`config.mk`:
```
export PLATFORM = sky130hd
export DESIGN_NAME = layer2_argmax
export DESIGN_NICKNAME = d
export VERILOG_FILES = /design/src/rtl/layer2_argmax_pkg.sv /design/src/rtl/layer2_argmax_cmp.sv /design/src/rtl/layer2_argmax.sv
export SDC_FILE = /design/constraint.sdc
export NUM_CORES = 1
export LEC_CHECK = 0
export ABC_AREA = 1
export CAP_MARGIN = 40
export CORE_ASPECT_RATIO = 0.6
export CORE_MARGIN = 3
export CORE_UTILIZATION = 55
export DETAILED_ROUTE_END_ITERATION = 8
export GPL_ROUTABILITY_DRIVEN = 0
export PLACE_DENSITY = 0.82
export REMOVE_ABC_BUFFERS = 1
export SLEW_MARGIN = 20
export SYNTH_ARGS = -nofsm -noshare
export SYNTH_HDL_FRONTEND = slang
export SYNTH_HIERARCHICAL = 1
export SYNTH_SLANG_ARGS = --single-unit
```
`constraint.sdc`:
```
create_clock -name clk -period 4.4 [get_ports clk]
set_input_delay 0.44 -clock clk [delete_from_list [all_inputs] [get_ports clk]]
set_output_delay 0.44 -clock clk [all_outputs]
set_load 0.02 [all_outputs]
```
`src/rtl/layer2_argmax_pkg.sv`:
```
// Shared types and constants for the layer-2 argmax classifier.
// Optional confidence outputs are built when ARGMAX_CONF_EN is defined.
package layer2_argmax_pkg;

  localparam int unsigned DEFAULT_DATA_W      = 8;
  localparam int unsigned DEFAULT_CONF_THRESH = 16;

  typedef enum logic [1:0] {
    IDLE,
    SCAN,
    DONE
  } state_t;

  // Index width for a class count; at least one bit.
  function automatic int unsigned idx_w(input int unsigned n);
    return (n < 2) ? 1 : $clog2(n);
  endfunction

endpackage

```
`src/rtl/layer2_argmax_cmp.sv`:
```
// Combinational compare-and-update cell, time-multiplexed by the scan FSM.
// Second-best tracking exists only when ARGMAX_CONF_EN is defined.
module argmax_cmp #(
  parameter int unsigned DATA_W = 8,
  parameter int unsigned IDX_W  = 3
) (
  input  logic [DATA_W-1:0] best,
  input  logic [IDX_W-1:0]  best_idx,
`ifdef ARGMAX_CONF_EN
  input  logic [DATA_W-1:0] second,
`endif
  input  logic [DATA_W-1:0] cand,
  input  logic [IDX_W-1:0]  cand_idx,
  output logic [DATA_W-1:0] next_best,
  output logic [IDX_W-1:0]  next_best_idx
`ifdef ARGMAX_CONF_EN
  ,
  output logic [DATA_W-1:0] next_second
`endif
);

  // Strictly greater wins, so ties keep the lower index.
  always_comb begin
    next_best     = best;
    next_best_idx = best_idx;
    if (cand > best) begin
      next_best     = cand;
      next_best_idx = cand_idx;
    end
  end

`ifdef ARGMAX_CONF_EN
  always_comb begin
    next_second = second;
    if (cand > best) begin
      next_second = best;
    end else if (cand > second) begin
      next_second = cand;
    end
  end
`endif

endmodule

```
`src/rtl/layer2_argmax.sv`:
```
// Output-stage argmax: captures a frame, scans one slot per clock, holds the winner.
// Define ARGMAX_CONF_EN to add the margin/low_conf confidence outputs.
module layer2_argmax
  import layer2_argmax_pkg::*;
#(
  parameter int unsigned NUM_IN      = 5,
  parameter int unsigned DATA_W      = DEFAULT_DATA_W,
`ifdef ARGMAX_CONF_EN
  parameter int unsigned CONF_THRESH = DEFAULT_CONF_THRESH,
`endif
  localparam int unsigned IDX_W      = idx_w(NUM_IN)
) (
  input  logic                     clk,
  input  logic                     reset,
  input  logic                     in_valid,
  output logic                     in_ready,
  input  logic [NUM_IN*DATA_W-1:0] n_in,
  output logic                     out_valid,
  input  logic                     out_ready,
  output logic [IDX_W-1:0]         class_idx,
  output logic [DATA_W-1:0]        class_score
`ifdef ARGMAX_CONF_EN
  ,
  output logic [DATA_W-1:0]        margin,
  output logic                     low_conf
`endif
);

  state_t              state, state_nx;
  logic [DATA_W-1:0]   frame    [NUM_IN];
  logic [DATA_W-1:0]   frame_nx [NUM_IN];
  logic [IDX_W-1:0]    scan_idx, scan_idx_nx;
  logic [DATA_W-1:0]   best, best_nx;
  logic [IDX_W-1:0]    best_idx, best_idx_nx;
  logic                out_valid_nx;
  logic [IDX_W-1:0]    class_idx_nx;
  logic [DATA_W-1:0]   class_score_nx;
  logic [DATA_W-1:0]   cmp_best;
  logic [IDX_W-1:0]    cmp_best_idx;
  logic                last;
`ifdef ARGMAX_CONF_EN
  logic [DATA_W-1:0]   second, second_nx, cmp_second;
  logic [DATA_W-1:0]   margin_nx;
  logic                low_conf_nx;
`endif

  assign in_ready = (state == IDLE) && !reset;
  assign last     = (scan_idx == IDX_W'(NUM_IN - 1));

  argmax_cmp #(
    .DATA_W (DATA_W),
    .IDX_W  (IDX_W)
  ) u_cmp (
    .best          (best),
    .best_idx      (best_idx),
`ifdef ARGMAX_CONF_EN
    .second        (second),
`endif
    .cand          (frame[scan_idx]),
    .cand_idx      (scan_idx),
    .next_best     (cmp_best),
    .next_best_idx (cmp_best_idx)
`ifdef ARGMAX_CONF_EN
    ,
    .next_second   (cmp_second)
`endif
  );

  // Next-state and datapath update.
  always_comb begin
    state_nx       = state;
    frame_nx       = frame;
    scan_idx_nx    = scan_idx;
    best_nx        = best;
    best_idx_nx    = best_idx;
    out_valid_nx   = out_valid;
    class_idx_nx   = class_idx;
    class_score_nx = class_score;
`ifdef ARGMAX_CONF_EN
    second_nx      = second;
    margin_nx      = margin;
    low_conf_nx    = low_conf;
`endif
    unique case (state)
      IDLE: begin
        if (in_valid) begin
          for (int k = 0; k < NUM_IN; k++) begin
            frame_nx[k] = n_in[k*DATA_W +: DATA_W];
          end
          best_nx     = n_in[DATA_W-1:0];
          best_idx_nx = '0;
          scan_idx_nx = IDX_W'(1);
`ifdef ARGMAX_CONF_EN
          second_nx   = '0;
`endif
          state_nx    = SCAN;
        end
      end
      SCAN: begin
        best_nx     = cmp_best;
        best_idx_nx = cmp_best_idx;
`ifdef ARGMAX_CONF_EN
        second_nx   = cmp_second;
`endif
        if (last) begin
          out_valid_nx   = 1'b1;
          class_idx_nx   = cmp_best_idx;
          class_score_nx = cmp_best;
`ifdef ARGMAX_CONF_EN
          margin_nx      = cmp_best - cmp_second;
          low_conf_nx    = (32'(margin_nx) < CONF_THRESH);
`endif
          state_nx       = DONE;
        end else begin
          scan_idx_nx = scan_idx + IDX_W'(1);
        end
      end
      DONE: begin
        if (out_ready) begin
          out_valid_nx = 1'b0;
          state_nx     = IDLE;
        end
      end
      default: state_nx = IDLE;
    endcase
  end

  always_ff @(posedge clk or posedge reset) begin
    if (reset) begin
      state       <= IDLE;
      frame       <= '{default: '0};
      scan_idx    <= '0;
      best        <= '0;
      best_idx    <= '0;
      out_valid   <= 1'b0;
      class_idx   <= '0;
      class_score <= '0;
`ifdef ARGMAX_CONF_EN
      second      <= '0;
      margin      <= '0;
      low_conf    <= 1'b0;
`endif
    end else begin
      state       <= state_nx;
      frame       <= frame_nx;
      scan_idx    <= scan_idx_nx;
      best        <= best_nx;
      best_idx    <= best_idx_nx;
      out_valid   <= out_valid_nx;
      class_idx   <= class_idx_nx;
      class_score <= class_score_nx;
`ifdef ARGMAX_CONF_EN
      second      <= second_nx;
      margin      <= margin_nx;
      low_conf    <= low_conf_nx;
`endif
    end
  end

endmodule

```
## After elaboration in Yosys (flattened, before gate mapping)

Cells that the tools add are included.

- Add/sub/neg operators: 1
- Multiply operators: 0
- Div/mod/pow operators: 0
- Order comparisons: 2
- Equal/unequal tests: 7
- Shifts and indexed selects: 0
- Mux-type cells: 19
- Bitwise gates (word level): 1
- Reductions and logical operators: 11

Operators by type and width:

| operator | number |
|---|---|
| $mux W8 | 4 |
| $bmux W8 S3 | 1 |
| $pmux W8 S2 | 1 |
| $mux W3 | 4 |
| $pmux W3 S2 | 2 |
| $reduce_and A3 Y1 | 3 |
| $gt A8 B8 Y1 | 1 |
| $ne A2 B2 Y1 const B | 4 |
| $mux W2 | 3 |
| $pmux W2 S3 | 1 |
| $reduce_and A2 Y1 | 3 |
| $ge A4 B4 Y1 const B | 1 |
| $not A3 Y4 | 1 |
| $reduce_bool A2 Y1 | 2 |
| $add A3 B1 Y3 const B | 1 |
| $eq A3 B3 Y1 const B | 1 |
| $eq A2 B1 Y1 const B | 1 |
| $eq A2 B2 Y1 const B | 1 |
| $logic_not A2 Y1 | 1 |
| $mux W1 | 2 |
| $pmux W1 S2 | 1 |
| $logic_and A1 B1 Y1 | 1 |
| $logic_not A1 Y1 | 1 |

- Flip-flop bits (word level): 68
- Bits in latches: 0
- RAM bits: 0
- Memory bits (read-only): 0
- Input bits: 44
- Output and inout port bits: 13
- Word-level logic and storage cells: 53
- Memories: 0

## Longest topological paths before layout

Gate-level depths: netlist of the first run.

- Depth in word-level cells: 7
- Gate-level depth with buffers: 23
- Mapped depth without buffers: 20

## Hierarchy

The synthesis of the first run kept the hierarchy.

Modules (own cells, without submodules):

| module | times used | cells each | area an instance (um2) | seq. area each (um2) |
|---|---|---|---|---|
| layer2_argmax | 1 | 373 | 3184.3 | 1701.6 |
| argmax_cmp | 1 | 72 | 389.1 | 0.0 |

## Worst setup path before layout of the first run

Ideal clock, no wire load.

- Kind: reg2reg
- From: register scan_idx[0]
- To: register best[0]
- Library setup time: 87 ps
- Data arrival time: 2141 ps
- Required time: 4313 ps
- Path slack: 2172 ps
- Cell stages (with the launch flop): 20
- Buffers on the path: 3
- Period minus slack after synthesis: 2228 ps
- Path through: dfrtp_1 buf_4 inv_2 buf_4 nand2_1 nand3_1 nand2_1 nand2_1 nand2_1 ha_1 a21oi_1 nor2_1 nor2_1 nand2_2 nand2_2 buf_6 nand2_1 nand2_1 inv_1 o211ai_1

- Longest elaborated chain between the ends: 7

Ends and longest elaborated chain:

| item | line | RTL |
|---|---|---|
| start: declaration | layer2_argmax.sv:32 | `logic [IDX_W-1:0] scan_idx, scan_idx_nx;` |
| start signal: assignment | layer2_argmax.sv:146 | `scan_idx <= scan_idx_nx;` |
| $not A3 Y4 (not written as such) * | layer2_argmax.sv:59 | `.cand (frame[scan_idx]),` |
| $bmux W8 S3 * | layer2_argmax.sv:59 |  |
| $mux W8 (not written as such) * (2 in a row) | layer2_argmax.sv:59 |  |
| $gt A8 B8 Y1 | layer2_argmax_cmp.sv:26 | `if (cand > best) begin` |
| $mux W8 * | layer2_argmax_cmp.sv:26 |  |
| via cmp_best[0] | layer2_argmax.sv:38 | `logic [DATA_W-1:0] cmp_best;` |
| $pmux W8 S2 * | layer2_argmax.sv:84 | `unique case (state)` |
| end signal: assignment | layer2_argmax.sv:147 | `best <= best_nx;` |
| end: declaration | layer2_argmax.sv:33 | `logic [DATA_W-1:0] best, best_nx;` |

The timed path passes the listed nets; every way through them passes the cells marked *. The select of a mux whose other input is x is not followed.
A chain may end at the register's enable or synchronous reset.

## Worst setup path in the final report of the first run

- From: register scan_idx[1]
- To: register best[0]

Same word-level chain as after synthesis.

==> reports/metrics.csv, run 1 <==
metric;value;unit
status;finished clean;
io_buffer_count;56;
synth_compound_area_share;9.24;%
grt_use_total;23.4;%
fp-row-count;22;
max-cap-violations;0;
drc;0;
num_antenna_cells;0;
cts_hold_buf;0;
critPathMaxFanout;12;
area_delta_synth_final;22.4;%
ant_nets;0;
cts-buffers-inserted;9;
viasPerCell;5.16;
startpoint_type;register;
cts_tree;built;
max_slew_margin;51.5;%
num_io_pins;57;
crit_path_frequent_cell;nand2_1;
ys_seq_area_share;47.6;%
endpoint_kind;register;
cts_root_buffer;clkbuf_8;
layout.cells.non_filler;587;
synthMostInstantiatedCell;nand2_1;
die_x;110;um
clk_pin_slew;80;ps
seq_area;1700;sq um
start_util;57.7;%
slowest_delay;690;ps
clk_latency;350;ps
ctsHtreeMaxLevel;3;
cts_buffer_depth;2;
grt_max_degree;65;
syn_inst;445;
cts.repair.resized;0;
ys_ff_latch;68;
wl_per_cell;13.7;um
clock-sinks;68;
dr.pass1.iters;5;
wirelength;8040;um
synth_top_flop_cell;dfrtp_1;
rsz0062_at_grt;no;
place_inst;571;
fin_area;4370;sq um
cts_setup_buffers;0;
fin_skew;13.6;ps
fin_util;70.6;%
grt.overflow.total;0;
yosysTopAreaCell;dfrtp_1;
cp_cell_sequence;clkinv_1 -> nand3_1 -> nand2_1 -> nand2_1 -> nand2_1 -> ha_1 -> nand2_1 -> nor2_2 -> nand4_2 -> nand2_2 -> nand2_1 -> nand2_1 -> inv_1 -> o211ai_1;
antenna_found_initial;0;
vdd_drop_max;0.000417;V
synth_edf_count;0;
finalCriticalPeriod;3180;ps
multiInputGateArea;1520;sq um
yosysWarningCount;6;
fp.dieArea;7530;sq um
syn_avg_cell_area;8.03;sq um
synth_mux_area_share;0;%
synth_xor_area_share;0.245;%
cpMaxStageDelayCell;dfrtp_1;
core;6190;sq um
final_hold_viol_count;0;
yosys.area.top_type_share;47.6;%
die_height;68.4;um
synth_top_family_by_area;simple AND/OR/NAND/NOR gates;
power.density;827;nW/um^2
worstMarginPinSlew;728;ps
arrival;3440;ps
synth_fa_ha_area_share;3.50;%
ys_top_cells_by_area;dfrtp_1 (48%), nand2_1 (21%), o21ai_2 (6.4%);
dp_hpwl;5800;um
fin_crit_sh;72.2;%
critPathKind;reg -> reg;
num_vias;3030;
synth.distinct_cells;29;
nFillCells;531;
fmax;315;MHz
finalSetupViolCount;0;
yosys.area_share.simple;29.6;%
synthesis.area;3570;sq um
first_global_vias;2865;
setup-tns-final;0;ps
report.final.slew_viol_count;0;
p_leak;2.22;nW
drt_iter0_markers;200;
hold_class;in -> async;
layout.nets;552;
synthTopCellsByCount;nand2_1 (202), dfrtp_1 (68), inv_1 (44);
worstPathRequired;4660;ps
async_flop_share;100;%
drive_above_1_share;11.9;%
grt_pass1_wl;13300;um
placed_cell_area;4120;sq um
-- worst max-delay path: cells and delay by family, from the launching register on --
kind	cells	cell delay [ps]
AOI/OAI and AO/OA	1	180
adders and majority gates	1	310
buffers and inverters	2	510
and+or+nand+nor	10	1410
DFF	1	690
-- cell families (layout without fill, tap and decap cells) --
family          after synthesis  in the layout
simple gates                254            254
xor+xnor                      1              1
buf+inv                      68            126
fa+ha+maj                    10             10
flops                        68             68
compound gates               44             44
-- state kept, by name, indices dropped and copies added, names as in the netlist --
name         cells
state            2
best             8
out_valid        1
scan_idx         3
class_score      8
best_idx         3
frame           40
class_idx        3
-- metal layers --
layer / vias to the layer above / part of all wire [%] / track usage (%)
li1: 1494 / - / -
met1: 1427 / 46 / 31.3
met2: 98 / 46 / 38.3
met3: 11 / 6.8 / 6.03
met4: 0 / 0.99 / 6.07
met5: - / 0 / 0
-- area by class of cell --
type	instances	share of cell area, %
clock buffer	12	3.55
clock inverter	4	2.17
inverter	51	4.55
multi-input combinational	309	34.8
sequential	68	38.9
tap	84	2.40
timing repair buffer	59	13.6
-- cell usage in the layout (no fill, tap or decap), drive strengths merged --
cell,n
xnor2,1
clkdlybuf4s50,56
dfrtp,68
nand4,1
nand2,205
a21oi,2
nor2,8
o211ai,3
nand3,38
bufinv,3
clkbuf,12
clkinv,3
ha,10
nor3,2
a21o,1
buf,3
inv,49
o31ai,1
o21ai,37
-- final timing paths --
| check | slack [ps] | end | start | depth (start not counted) |
|---|---|---|---|---|
| hold reg to reg | 480 | class_score[6] | class_score[6] | 2 |
| setup reg to reg | 1220 | best[0] | scan_idx[1] | 14 |
| min in group clk | 480 | class_score[6] | class_score[6] | 2 |
| setup / recovery | 1220 | best[0] | scan_idx[1] | 14 |
| max in group asynchronous | 3290 | frame[38] | reset | 3 |
| hold / removal | 430 | state[1] | reset | 2 |
-- through the flow --
step / hold WS, ps / total power [mW] / setup WS, ps
after floorplan: 449 / 2.41 / 1900
after global placement: 467 / 2.85 / 1550
after detailed placement: 467 / 2.96 / 1290
after CTS: 443 / 3.62 / 1240
after global routing: 476 / 3.93 / 956
final: 432 / 3.62 / 1220
-- report_power, final --
| part | switching, mW | internal (mW) |
|---|---|---|
| Sequential | 0.193 | 0.912 |
| Clock | 0.233 | 0.407 |
| Combinational | 1.21 | 0.666 |
No activity file was read; power rests on OpenSTA's default activity.
==> run 2, diff against run 1 <==
--- a/config.mk
+++ b/config.mk
@@ -9,10 +9,10 @@
 export CAP_MARGIN = 40
 export CORE_ASPECT_RATIO = 0.6
 export CORE_MARGIN = 3
-export CORE_UTILIZATION = 55
+export CORE_UTILIZATION = 49
 export DETAILED_ROUTE_END_ITERATION = 8
 export GPL_ROUTABILITY_DRIVEN = 0
-export PLACE_DENSITY = 0.82
+export PLACE_DENSITY = 0.77
 export REMOVE_ABC_BUFFERS = 1
 export SLEW_MARGIN = 20
 export SYNTH_ARGS = -nofsm -noshare
==> constraint.sdc (replaced) <==
create_clock -name clk -period 2.7 [get_ports clk]
set_input_delay 0.27 -clock clk [delete_from_list [all_inputs] [get_ports clk]]
set_output_delay 0.27 -clock clk [all_outputs]
set_load 0.02 [all_outputs]
==> reports/metrics.csv, run 2 (synthesis results as in run 1) <==
metric;value;unit;change
status;finished clean;;unchanged
worst_slack;223;ps;was 1220 ps
post-place-ws;94.2;ps;was 1290 ps
cp_cell_sequence;buf_4 -> nor3_4 -> nand2_1 -> nand2_1 -> ha_1 -> a21oi_2 -> nor2_1 -> nor2_1 -> nand2_2 -> buf_4 -> nand3_1 -> nand2_1 -> inv_1 -> o211ai_1;;was clkinv_1 -> nand3_1 -> nand2_1 -> nand2_1 -> nand2_1 -> ha_1 -> nand2_1 -> nor2_2 -> nand4_2 -> nand2_2 -> nand2_1 -> nand2_1 -> inv_1 -> o211ai_1
vdd_drop_max;0.000561;V;was 0.000417 V
drt_iter0_markers;246;;was 200
largest_reg_flops;40;;unchanged
clock-sinks;68;;unchanged
clk_latency;330;ps;was 350 ps
wl_per_cell;13.4;um;was 13.7 um
max-cap-violations;0;;unchanged
final_hold_viol_count;0;;unchanged
clk_pin_slew;60;ps;was 80 ps
ff2ff_setup_slack;220;ps;was 1220 ps
num_io_pins;57;;unchanged
fin_skew;5.75;ps;was 13.6 ps
finalCriticalPeriod;2480;ps;was 3180 ps
final_cell_mix;nand2_1 (202), dfrtp_1 (66), clkdlybuf4s50_1 (56), inv_1 (43), nand3_1 (36);;was nand2_1 (202), dfrtp_1 (68), clkdlybuf4s50_1 (56), inv_1 (43), nand3_1 (36)
slowest_delay;430;ps;was 690 ps
cts_tree;built;;unchanged
dp_hpwl;5730;um;was 5800 um
first_global_vias;2996;;was 2,865
top_regs;frame: 40 flops, best: 8 flops, class_score: 8 flops;;unchanged
drc;0;;unchanged
cts_buffer_depth;2;;unchanged
wirelength;8040;um;about the same
num_antenna_cells;0;;unchanged
core;6880;sq um;was 6190 sq um
fp-row-count;23;;was 22
layout.nets;562;;was 552
path_depth;14;;unchanged
rr_worst_depth;14;;unchanged
crit_family;simple AND/OR/NAND/NOR gates;;unchanged
power.density;1380;nW/um^2;was 827 nW/um^2
drive_above_1_share;14.0;%;was 11.9%
die_height;72.2;um;was 68.4 um
fmax;404;MHz;was 315 MHz
grt_use_total;20.7;%;was 23.4%
fin_util;65.9;%;was 70.6%
crit_buf_inv;3;;was 2
ctsHtreeMaxLevel;3;;unchanged
max_slew_margin;45.1;%;was 51.5%
ant_nets;0;;unchanged
fin_crit_sh;91.7;%;was 72.2%
p_leak;2.29;nW;was 2.22 nW
die_x;116;um;was 110 um
antenna_found_initial;0;;unchanged
max_flop_register;frame;;unchanged
startpoint;scan_idx[0];;was scan_idx[1]
dr.pass1.iters;4;;was 5
grt.overflow.total;0;;unchanged
grt_max_degree;69;;was 65
cts-buffers-inserted;9;;unchanged
worstPathRequired;2900;ps;was 4660 ps
critPathMaxFanout;11;;was 12
endpoint_kind;register;;unchanged
cp-endpoint;best[0];;unchanged
hold_slack;370;ps;was 432 ps
startpoint_type;register;;unchanged
hold_class;in -> async;;unchanged
cts_hold_buf;0;;unchanged
cpMaxStageDelayCell;dfrtp_2;;was dfrtp_1
final_common_cell;nand2_1;;unchanged
area_delta_synth_final;26.9;%;was 22.4%
worstMarginPinSlew;818;ps;was 728 ps
cts_root_buffer;clkbuf_16;;was clkbuf_8
grt_pass1_wl;13700;um;was 13,300 um
fin_area;4530;sq um;was 4370 sq um
r2r-end;best[0];;unchanged
viasPerCell;5.10;;was 5.16
crit_path_frequent_cell;nand2_1;;unchanged
finalSetupViolCount;0;;unchanged
placed_cell_area;4180;sq um;was 4120 sq um
total_power;6.27;mW;was 3.62 mW
fp.dieArea;8390;sq um;was 7530 sq um
start_util;52.0;%;was 57.7%
arrival;2680;ps;was 3440 ps
io_buffer_count;56;;unchanged
critPathKind;reg -> reg;;unchanged
worstReg2RegStart;scan_idx[0];;was scan_idx[1]
num_vias;3058;;was 3,030
report.final.slew_viol_count;0;;unchanged
[run 2: cell types whose count changed in the layout (fill, tap and decap cells not counted), sizes merged]
cell      before  now
buf            3   13
bufinv         3    2
clkinv         3    4
clkinvlp       0    1
inv           49   48
[run 2: worst min-delay path by stage]
stage	startpoint	end	slack, ps	cells after the start
floorplan	out_ready	state[1]	360	1
global placement	out_valid	out_valid	460	2
detailed placement	class_idx[1]	class_idx[1]	470	2
CTS	reset	class_score[2]	390	3
global route	reset	class_score[2]	410	3
finish	reset	class_score[2]	370	3
[run 2: repair_timing]
item / CTS / global route
setup buffers: 0 / 3
setup endpoints to repair: 0 / 22
hold endpoints to repair: 0 / 0
resized for setup: 0 / 5
[run 2: where the power goes]
group / total [mW] / switching [mW] / internal (mW)
clock network: 1.25 / 0.415 / 0.832
logic: 3.28 / 2.04 / 1.24
registers: 1.75 / 0.252 / 1.49
total: 6.27 / 2.71 / 3.56
[run 2: area by class of cell]
cell class	instances	area, sq um
Clock buffer	12	246
Clock inverter	4	72.6
Fill cell	583	2340
Inverter	51	200
Multi-Input combinational cell	309	1530
Sequential cell	68	1700
Tap cell	87	109
Timing Repair Buffer	69	671
[run 2: worst min-delay path: stages]
cell	delay [ps]
clkdlybuf4s50_1	430
inv_2	80
buf_12	310
[run 2: per-layer routing]
layer | wire length, um | global-route usage, % | share of wire (%)
met1 | 3820 | 28.8 | 48
met2 | 3590 | 32.4 | 45
met3 | 512 | 5.50 | 6.4
met4 | 113 | 5.79 | 1.4
met5 | 0 | 0 | 0
[run 2: metrics by stage]
stage	instances	TNS, ps
3_5_place_dp	581	0
6_report	600	0
2_1_floorplan	428	0
3_3_place_gp	581	0
4_1_cts	597	0
5_1_grt	600	-27.8
==> run 3, diff against run 2 <==
--- a/config.mk
+++ b/config.mk
@@ -9,10 +9,10 @@
 export CAP_MARGIN = 40
 export CORE_ASPECT_RATIO = 0.6
 export CORE_MARGIN = 3
-export CORE_UTILIZATION = 49
+export CORE_UTILIZATION = 54
 export DETAILED_ROUTE_END_ITERATION = 8
 export GPL_ROUTABILITY_DRIVEN = 0
-export PLACE_DENSITY = 0.77
+export PLACE_DENSITY = 0.8
 export REMOVE_ABC_BUFFERS = 1
 export SLEW_MARGIN = 20
 export SYNTH_ARGS = -nofsm -noshare
==> constraint.sdc (replaced) <==
create_clock -name clk -period 2.4 [get_ports clk]
set_input_delay 0.24 -clock clk [delete_from_list [all_inputs] [get_ports clk]]
set_output_delay 0.24 -clock clk [all_outputs]
set_load 0.02 [all_outputs]
==> reports/metrics.csv, run 3 (synthesis results as in run 1) <==
metric;value;unit;change
critPathMaxFanout;6;;was 11
setup-tns-final;-2030;ps;was 0 ps
first_global_vias;3027;;was 2,996
wl_per_cell;16.3;um;was 13.4 um
drt_iter0_markers;255;;was 246
status;finished, violations left;;was finished clean
violations;setup timing;;
worst_slack;-138;ps;was 223 ps
antenna_found_initial;0;;unchanged
final_common_cell;nand2_1;;unchanged
max-cap-violations;0;;unchanged
fmax;394;MHz;was 404 MHz
endpoint_kind;register;;unchanged
core;6250;sq um;was 6880 sq um
startpoint_type;register;;unchanged
num_vias;3303;;was 3,058
finalCriticalPeriod;2540;ps;was 2480 ps
place_inst;583;;was 581
max_slew_margin;65.8;%;was 45.1%
hold_class;in -> async;;unchanged
slowest_delay;470;ps;was 430 ps
num_antenna_cells;0;;unchanged
power.density;1710;nW/um^2;was 1380 nW/um^2
rsz0062_at_grt;yes;;
clkPwrFrac;11.2;%;was 19.9%
grt_use_total;22.5;%;was 20.7%
wirelength;9970;um;was 8040 um
layout.cells.non_filler;611;;was 600
area_delta_synth_final;35.9;%;was 26.9%
internal_power;4.28;mW;was 3.56 mW
p_leak;2.37;nW;was 2.29 nW
fin_util;77.7;%;was 65.9%
cp_cell_sequence;buf_6 -> clkbuf_16 -> nand2_1 -> nand3_1 -> nand2_1 -> nand2_1 -> nand2_2 -> ha_1 -> nand2_1 -> nor2_4 -> nand2_2 -> nand2_4 -> nand2_4 -> buf_6 -> nand2_4 -> nand2_4 -> nand2_1 -> nand3_1;;was buf_4 -> nor3_4 -> nand2_1 -> nand2_1 -> ha_1 -> a21oi_2 -> nor2_1 -> nor2_1 -> nand2_2 -> buf_4 -> nand3_1 -> nand2_1 -> inv_1 -> o211ai_1
pwr-share-seq;24.1;%;was 27.8%
hold_slack;304;ps;was 370 ps
viasPerCell;5.41;;was 5.10
final_hold_viol_count;0;;unchanged
vdd_drop_max;0.00101;V;was 0.000561 V
final_cell_mix;nand2_1 (170), dfrtp_1 (67), clkdlybuf4s50_1 (56), inv_1 (34);;was nand2_1 (202), dfrtp_1 (66), clkdlybuf4s50_1 (56), inv_1 (43), nand3_1 (36)
fin_skew;7.46;ps;was 5.75 ps
report.final.slew_viol_count;0;;unchanged
fp-row-count;22;;was 23
grt_max_degree;69;;unchanged
clk_latency;350;ps;was 330 ps
worstPathRequired;2630;ps;was 2900 ps
fp.dieArea;7660;sq um;was 8390 sq um
drc;0;;unchanged
start_util;57.2;%;was 52.0%
largest_reg_flops;40;;unchanged
critPathKind;reg -> reg;;unchanged
ctsHtreeMaxLevel;3;;unchanged
cts_buffer_depth;2;;unchanged
clock-sinks;68;;unchanged
layout.nets;576;;was 562
worstReg2RegStart;scan_idx[0];;unchanged
cts-buffers-inserted;9;;unchanged
cts_root_buffer;clkbuf_8;;was clkbuf_16
p_sw_share;48.6;%;was 43.2%
io_buffer_count;56;;unchanged
fin_crit_sh;106;%;was 91.7%
finalSetupViolCount;22;;was 0
cts_tree;built;;unchanged
switching_power;4.05;mW;was 2.71 mW
cts_hold_buf;0;;unchanged
clk_pin_slew;80;ps;was 60 ps
num_io_pins;57;;unchanged
dp_hpwl;5810;um;was 5730 um
die_x;111;um;was 116 um
top_regs;frame: 40 flops, best: 8 flops, class_score: 8 flops;;unchanged
grt.overflow.total;0;;unchanged
die_height;69.0;um;was 72.2 um
comb_power_share;64.7;%;was 52.3%
max_flop_register;frame;;unchanged
post-place-ws;-61.8;ps;was 94.2 ps
dr.pass1.iters;5;;was 4
startpoint;scan_idx[0];;unchanged
worstMarginPinSlew;512;ps;was 818 ps
drive_above_1_share;28.3;%;was 14.0%
cpMaxStageDelayCell;dfrtp_2;;unchanged
crit_path_frequent_cell;nand2_1;;unchanged
grt_pass1_wl;14000;um;was 13,700 um
ant_nets;0;;unchanged
arrival;2770;ps;was 2680 ps
-- run 3: changes by cell type in the layout (fill, tap and decap cells not counted), moves of 7 or more --
cell	previous run	this run
nand3_1	36	24
nand2_2	2	27
nand3_2	1	12
nand2_1	202	170
clkbuf_16	9	1
nand2_4	1	9
inv_1	43	34
clkbuf_8	1	9
buf_6	0	7
inv_2	4	13
-- run 3: critical path: cells and delay by family, from the launching register on --
family        cells  cell delay [ps]
fa+ha+maj         1              280
buf+inv           3              410
flops             1              470
simple gates     14             1240
-- run 3: per-layer routing --
layer	track usage [%]	vias up	wire length [um]
met2	33.9	163	4430
li1	-	1546	-
met4	6.34	0	376
met3	6.58	43	812
met1	31.9	1551	4350
met5	0	-	0
-- run 3: per-stage QoR --
| stage | total power, mW | instance area, sq um |
|---|---|---|
| finish | 8.32 | 4860 |
| CTS | 6.63 | 4440 |
| floorplan | 4.43 | 3420 |
| detailed placement | 5.63 | 4230 |
| global route | 8.89 | 4860 |
| global placement | 5.46 | 4230 |
-- run 3: final timing paths --
| path | end | slack, ps | cells past startpoint |
|---|---|---|---|
| worst max-delay path | best[5] | -140 | 18 |
| worst min-delay path | class_score[1] | 300 | 3 |
| worst max register to register | best[5] | -140 | 18 |
| worst min register to register | class_score[0] | 490 | 2 |
| max in group asynchronous | scan_idx[0] | 1780 | 3 |
| min in group clk | frame[4] | 420 | 3 |
-- run 3: timing repair --
item                       CTS  global route
gates resized for setup      2            89
hold endpoints to repair     0             0
gates cloned                 0             2
setup buffers                2             8
pin swaps                    1            35
setup endpoints to repair   11            22
-- run 3: area by class of cell --
cell class | instances | area [sq um]
Sequential cell | 68 | 1700
Fill cell | 413 | 1390
Timing Repair Buffer | 82 | 825
Clock inverter | 6 | 65.1
Inverter | 51 | 208
Multi-Input combinational cell | 310 | 1820
Tap cell | 84 | 105
Clock buffer | 10 | 128
-- run 3: power groups by stage --
stage | clock [mW] | sequential, mW | combinational [mW]
floorplan | 0 | 2.03 | 2.39
global route | 1.00 | 2.06 | 5.83
detailed placement | 0 | 1.96 | 3.67
finish | 0.932 | 2.01 | 5.39
CTS | 0.932 | 1.95 | 3.74
global placement | 0 | 1.95 | 3.52
